===== config.mk =====
export PLATFORM = sky130hd
export DESIGN_NAME = ultrasonic_echo_responder
export DESIGN_NICKNAME = d
export VERILOG_FILES = /design/src/rtl/ultrasonic_echo_responder.sv
export SDC_FILE = /design/constraint.sdc
export NUM_CORES = 1
export LEC_CHECK = 0
export CORE_AREA = 2 2 105 128
export CTS_BUF_LIST = sky130_fd_sc_hd__clkbuf_16
export CTS_CLUSTER_DIAMETER = 40
export DETAILED_ROUTE_END_ITERATION = 7
export DIE_AREA = 0 0 107 130
export PLACE_DENSITY = 0.71
export REMOVE_ABC_BUFFERS = 1
export SLEW_MARGIN = 20
export SYNTH_ARGS = -nofsm -noshare
export SYNTH_HDL_FRONTEND = slang
export SYNTH_SLANG_ARGS = --single-unit
export TNS_END_PERCENT = 1

===== constraint.sdc =====
create_clock -name clk -period 7.2 [get_ports clk]
set_input_delay 1.44 -clock clk [delete_from_list [all_inputs] [get_ports clk]]
set_output_delay 1.44 -clock clk [all_outputs]
set_load 0.02 [all_outputs]

===== src/rtl/ultrasonic_echo_responder.sv =====
// rtl/ultrasonic_echo_responder.sv - ultrasonic ranging sensor emulator: trig in, distance-scaled echo out
//
// Ports:
//   clk          system clock, all logic on the rising edge
//   rst          asynchronous active-high reset
//   trig         trigger from the sensor initiator, asynchronous to clk
//   distance_cm  emulated target distance in cm, 0 = no object
//   echo         registered echo pulse, width proportional to distance
//   busy         high whenever a measurement is in progress (state != IDLE)
//   trig_err     one-cycle pulse when a too-short trig pulse is rejected
//
// Optional feature: define ULTRASONIC_ECHO_JITTER_EN to add 0..15 extra echo
// cycles per measurement from a 16-bit Fibonacci LFSR (seed 0xACE1).

module ultrasonic_echo_responder #(
  parameter int MIN_TRIG_CYCLES    = 500,
  parameter int BURST_DELAY_CYCLES = 100,
  parameter int CYCLES_PER_CM      = 2915,
  parameter int NO_OBJ_CYCLES      = 1900000,
  parameter int HOLDOFF_CYCLES     = 50000
) (
  input  logic       clk,
  input  logic       rst,
  input  logic       trig,
  input  logic [7:0] distance_cm,
  output logic       echo,
  output logic       busy,
  output logic       trig_err
);

  typedef enum logic [2:0] {
    IDLE,
    TRIG_HIGH,
    DELAY,
    ECHO,
    HOLDOFF
  } state_t;

  state_t      state;
  state_t      next_state;

  logic        trig_m;
  logic        trig_s;
  logic        trig_d;
  // fill_s marks trig_s as holding a real sample rather than its reset value;
  // armed is set once trig_s has truly been seen low, so a trig level held
  // high across reset release cannot masquerade as a rising edge.
  logic        fill_m;
  logic        fill_s;
  logic        armed;

  logic [15:0] trig_cnt;
  logic [23:0] cnt;
  logic [23:0] echo_len;
  logic [7:0]  dist_q;
  logic [23:0] base_len;

  logic        err_set;
  logic        latch_en;
  logic        echo_start;

  always_ff @(posedge clk or posedge rst) begin
    if (rst) begin
      trig_m <= 1'b0;
      trig_s <= 1'b0;
      trig_d <= 1'b0;
      fill_m <= 1'b0;
      fill_s <= 1'b0;
      armed  <= 1'b0;
    end else begin
      trig_m <= trig;
      trig_s <= trig_m;
      trig_d <= trig_s;
      fill_m <= 1'b1;
      fill_s <= fill_m;
      armed  <= armed | (fill_s & ~trig_s);
    end
  end

  always_ff @(posedge clk or posedge rst) begin
    if (rst) state <= IDLE;
    else     state <= next_state;
  end

  always_comb begin
    next_state = state;
    err_set    = 1'b0;
    latch_en   = 1'b0;
    case (state)
      IDLE: begin
        if (armed && trig_s && !trig_d) next_state = TRIG_HIGH;
      end
      TRIG_HIGH: begin
        if (!trig_s) begin
          if (trig_cnt >= 16'(MIN_TRIG_CYCLES)) begin
            next_state = DELAY;
            latch_en   = 1'b1;
          end else begin
            next_state = IDLE;
            err_set    = 1'b1;
          end
        end
      end
      DELAY: begin
        if ((cnt + 24'd1) >= 24'(BURST_DELAY_CYCLES)) next_state = ECHO;
      end
      ECHO: begin
        if ((cnt + 24'd1) >= echo_len) next_state = HOLDOFF;
      end
      HOLDOFF: begin
        if ((cnt + 24'd1) >= 24'(HOLDOFF_CYCLES)) next_state = IDLE;
      end
      default: next_state = IDLE;
    endcase
  end

  assign echo_start = (state == DELAY) && (next_state == ECHO);
  assign base_len   = (dist_q == 8'd0) ? 24'(NO_OBJ_CYCLES)
                                       : 24'(dist_q) * 24'(CYCLES_PER_CM);

`ifdef ULTRASONIC_ECHO_JITTER_EN
  logic [15:0] lfsr;

  // Current LFSR value supplies the jitter, then it steps once per ECHO entry.
  always_ff @(posedge clk or posedge rst) begin
    if (rst)             lfsr <= 16'hACE1;
    else if (echo_start) lfsr <= {lfsr[14:0], lfsr[15] ^ lfsr[13] ^ lfsr[12] ^ lfsr[10]};
  end

  always_ff @(posedge clk or posedge rst) begin
    if (rst)             echo_len <= 24'd0;
    else if (echo_start) echo_len <= base_len + {20'd0, lfsr[3:0]};
  end
`else
  always_ff @(posedge clk or posedge rst) begin
    if (rst)             echo_len <= 24'd0;
    else if (echo_start) echo_len <= base_len;
  end
`endif

  // cnt restarts from zero on every state change and measures time-in-state.
  always_ff @(posedge clk or posedge rst) begin
    if (rst) begin
      cnt      <= 24'd0;
      trig_cnt <= 16'd0;
      dist_q   <= 8'd0;
      echo     <= 1'b0;
      trig_err <= 1'b0;
    end else begin
      cnt      <= (next_state != state) ? 24'd0 : cnt + 24'd1;
      echo     <= (next_state == ECHO);
      trig_err <= err_set;
      if (latch_en) dist_q <= distance_cm;
      if (state == IDLE && next_state == TRIG_HIGH)
        trig_cnt <= 16'd1;
      else if (state == TRIG_HIGH && trig_s && trig_cnt != 16'hFFFF)
        trig_cnt <= trig_cnt + 16'd1;
    end
  end

  assign busy = (state != IDLE);

endmodule


After elaboration in Yosys (flattened, before gate mapping) --
Index checks and enable logic that the tools add are counted. Widths: inputs -> output; s select.
Word-level totals: output and inout bits 3, word-level logic and storage cells 59, flip-flop bits (word level) 83, bits of input ports 11
Operators by class: $add $sub $neg 2, equal/unequal tests 8, bitwise gates (word level) 3, order comparisons 4, mux-type cells 17, reduce and logical (&&, ||, !) cells 11, $mul 1
Operators with widths (count):
- $mux 16 | 2
- $add 24x1->24 const B | 1
- $ge 24x16->1 const B | 1
- $ge 24x24->1 | 1
- $ge 24x7->1 const B | 1
- $mux 24 | 1
- $mux 21 | 1
- $mul 8x12->20 const B | 1
- $add 16x1->16 const B | 1
- $ge 16x9->1 const B | 1
- $ne 16x16->1 const B | 1
- $mux 3 | 5
- $pmux 3 s5 | 1
- $eq 3x2->1 const B | 3
- $logic_not 8->1 | 1
- $eq 3x1->1 const B | 2
- $logic_and 1x1->1 | 6
- $mux 1 | 6
- $eq 3x3->1 const B | 1
- $logic_not 3->1 | 1
- $ne 3x3->1 | 1
- $reduce_bool 3->1 | 1
- $mux 2 | 1
- $reduce_bool 2->1 | 1
- other kinds (4) | 4

Depth between registers and ports, before layout --
word-level depth 7, depth in mapped cells 16, depth with buffers taken out 16

Least setup slack after synthesis --
No wires, ideal clock.
kind reg2reg, start reg dist_q[7], end reg echo_len[18], required time 7.067 ns, library setup time 0.133 ns, setup slack 3.026 ns, data arrival time 4.041 ns, stages on the path, launching flop included 17, path buffers 0, path through dfrtp_1 > inv_1 > ha_1 > inv_1 > fa_1 > inv_1 > ha_1 > fa_1 > ha_1 > a21oi_1 > o21ai_0 > a211oi_1 > o21ai_0 > a21o_1 > a21o_1 > a311oi_1 > a22oi_1
Between the ends: cells in the longest elaborated chain, start to end 2, elaborated cells on any way between the ends 3, classes of those cells mul (1); mux (1); reduce/logical (1)
RTL lines:
- start, declared | RTL line 55 | logic [7:0] dist_q;
- start signal, assigned | RTL line 153 | if (latch_en) dist_q <= distance_cm;
- $mul 8x12->20 / $logic_not 8->1 (equally long branches) | RTL line 119, 118
- $mux 21 (*) | RTL line 118 | assign base_len = (dist_q == 8'd0) ? 24'(NO_OBJ_CYCLES)
- end signal, assigned | RTL line 137 | else if (echo_start) echo_len <= base_len;
- end, declared | RTL line 54 | logic [23:0] echo_len;
Every way passes the cells marked *; elsewhere a longest branch is shown, timed or not. A chain may end at the register's enable or synchronous reset.

Worst setup path in the final report --
Ends and elaborated chain as after synthesis.

==> impl_metrics.yaml <==
cts:
  cts_setup_buffers: 0
  clk_pin_slew_ns: 0.06
  cts.repair.resized: 0
  numCtsBuffers: 9
  clock_sinks: 80
  hold_buffers: 0
  clock_latency_ns: 0.34
  ctsRootBufferMaster: "clkbuf_16"
  cts.path.max_buffers: 2
  cts_tree: "built"
  h-tree-depth: 3
floorplan:
  dieHeight_um: 130
  core_area_um2: 12800
  placement_rows: 46
  dieArea_um2: 13900
  io_pins: 14
  start_util_pct: 48.4
  dieWidth_um: 107
setup_path:
  start_kind: "flip-flop"
  cp.required_ns: 7.41
  crit_fanout: 7
  critPathKind: "reg2reg"
  crit_arrival_ns: 4.82
  end_kind: "flip-flop"
power_and_ir_drop:
  p_leak_nw: 3.25
  vdd_ir_drop_max_uv: 129
  powerDensity_nw_per_um2: 221
grt:
  grt_pass1_vias: 4660
  grt_overflow_total: 0
  grt_antenna_before_repair: 0
  grt_pass1_wl_mm: 21.8
  grt_use_total_pct: 19.6
  grt_max_degree: 81
timing:
  drv_slew: 0
  min_period_over_period_pct: 64.1
  rsz0062_at_grt: "false"
  setup_viol: 0
  tns_ns: 0
  tightest_slew_ns: 0.781
  period_minus_slack_ns: 4.62
  timing.final.hold_violations: 0
  maxSlewHeadroom_pct: 47.4
  timing.final.ws_setup_ns: 2.58
  fmax_ghz: 0.217
  fin_skew_ns: 0.00884
yosys:
  dominantRegCellSynth: "dfrtp_1"
  synthTopCellsByCount: "inv_1, dfrtp_1, ha_1"
  async_flop_share_pct: 100
  yosys-top-cells-area: "dfrtp_1, ha_1, fa_1"
  netlist.area_leader.share_pct: 32.2
  synth_edf_count: 0
  synth_cells: 646
  yosysUniqueCellTypes: 68
  ys_warn_count: 0
  yosysMostFrequentCell: "inv_1"
  syn-cell-area_um2: 6210
  yosys.area.top_type: "dfrtp_1"
  ys_ff_latch: 80
  synth.avg_cell_area_um2: 9.61
  ys_seq_area_share_pct: 32.2
drt:
  vias: 4511
  drt-total-wl_mm: 12.5
  via_per_inst: 5.45
  final_antenna_net_count: 0
  drc: 0
  initialDrtViolationCount: 151
  wl_per_cell_um: 15.0
  dr.pass1.iters: 4
placed_design:
  post-place-cells: 813
  gp_congestion: 0.839
  port_buffers: 13
  dpl.hpwl_mm: 9.43
  dpl_worst_slack_ns: 2.63
layout:
  seqCellArea_um2: 2000
  multi_input_area_um2: 3810
  drive_gt1_share_pct: 8.94
  fin_nets: 768
  fillCellCount: 1129
  finalNonFillerCells: 828
  areaGrowthSynthToFinish_pct: 9.57
  antenna_cells: 0
status:
  status: "finished, final reports clean"
run:
  maxCapViolCount: 0
worst_hold_path:
  min_path_type: "reg2reg"
-- critical path, cell delays in order (launching register included) --
cell and delay, ns:
dfrtp_1 0.48, inv_1 0.08, ha_1 0.33, inv_1 0.10, fa_1 0.50, inv_1 0.04
ha_1 0.28, fa_1 0.44, ha_1 0.36, a21oi_1 0.24, o21ai_0 0.22, a211oi_1 0.42
o21ai_0 0.22, a21o_1 0.22, a21o_1 0.21, a311oi_1 0.26, a22oi_1 0.10
-- per-layer routing --
| layer | up-vias | share of wire (%) | track usage, % |
|---|---|---|---|
| met3 | 14 | 1.8 | 3.55 |
| met2 | 53 | 53 | 36.2 |
| met1 | 2187 | 44 | 23.0 |
| li1 | 2257 | - | - |
| met5 | - | 0 | 0 |
| met4 | 0 | 2.1 | 6.49 |
-- report_power, final --
part	leakage, nW	switching (W)	internal [W]	total [W]
logic	2.03	0.000290	0.000227	0.000517
registers	1.07	0.0000314	0.000469	0.000501
clock network	0.149	0.000186	0.000300	0.000486
-- flip-flops by register name (all words and copies together), names as in the netlist --
register and cells:
cnt 24, echo_len 21, trig_cnt 16, dist_q 8, state 3, armed 1
echo 1, fill_m 1, fill_s 1, trig_d 1, trig_err 1, trig_m 1
trig_s 1
-- cell type report --
type,count,area share [%]
multi-input cells,467,56.0
flip-flops and latches,80,29.4
inverters,81,4.49
clock buffers,9,3.31
well taps,168,3.09
repair buffers,17,2.41
clock inverters,6,1.25
-- cell usage in the layout (no fill, tap or decap), drive strengths merged, types with 5 or more instances in the layout --
master	Yosys	layout
a21boi	14	14
a21o	6	6
a21oi	38	38
and2	6	6
and3	6	6
and4	5	5
clkbuf	7	9
clkdlybuf4s50	0	13
dfrtp	80	80
fa	21	21
ha	80	80
inv	81	80
mux2	9	9
nand2	47	47
nand3	14	14
nand4	18	18
nor2	36	36
nor3	20	20
nor4	6	6
o21ai	20	20
o31ai	6	6
or3	5	5
xnor2	21	21
xor2	24	24
-- per-stage QoR --
step	util [%]	instance area, um2	power (W)	hold WS [ns]
detailed placement	50.6	6490	0.00102	0.335
global placement	50.6	6490	0.000998	0.332
finish	53.0	6800	0.00150	0.348
global route	53.0	6800	0.00161	0.348
CTS	53.0	6800	0.00152	0.349
floorplan	-	6110	0.000906	0.331
-- cells by family after synthesis --
logic type                 Yosys count  synth area share, %
and+or+nand+nor                    190                 16.3
xor gates and xnor gates            45                 6.35
muxes                               11                 1.95
adders and majority gates          101                 22.9
AOI/OAI and AO/OA                  119                 13.8
DFF                                 80                 32.2
buffers and inverters               99                 6.47
other                                1               0.0604
-- final timing paths --
check | from | endpoint | depth (start not counted) | slack, ns
max in group asynchronous | rst | cnt[4]$_DFF_PP0_ | 3 | 5.10
hold / removal | fill_m$_DFF_PP0_ | fill_s$_DFF_PP0_ | 0 | 0.35
setup / recovery | dist_q[7]$_DFFE_PP0P_ | echo_len[18]$_DFFE_PP0P_ | 16 | 2.58
min in group asynchronous | rst | trig_cnt[4]$_DFFE_PP0P_ | 3 | 1.61
hold reg to reg | fill_m$_DFF_PP0_ | fill_s$_DFF_PP0_ | 0 | 0.35
setup reg to reg | dist_q[7]$_DFFE_PP0P_ | echo_len[18]$_DFFE_PP0P_ | 16 | 2.58
(Power assumes the default switching activity.)
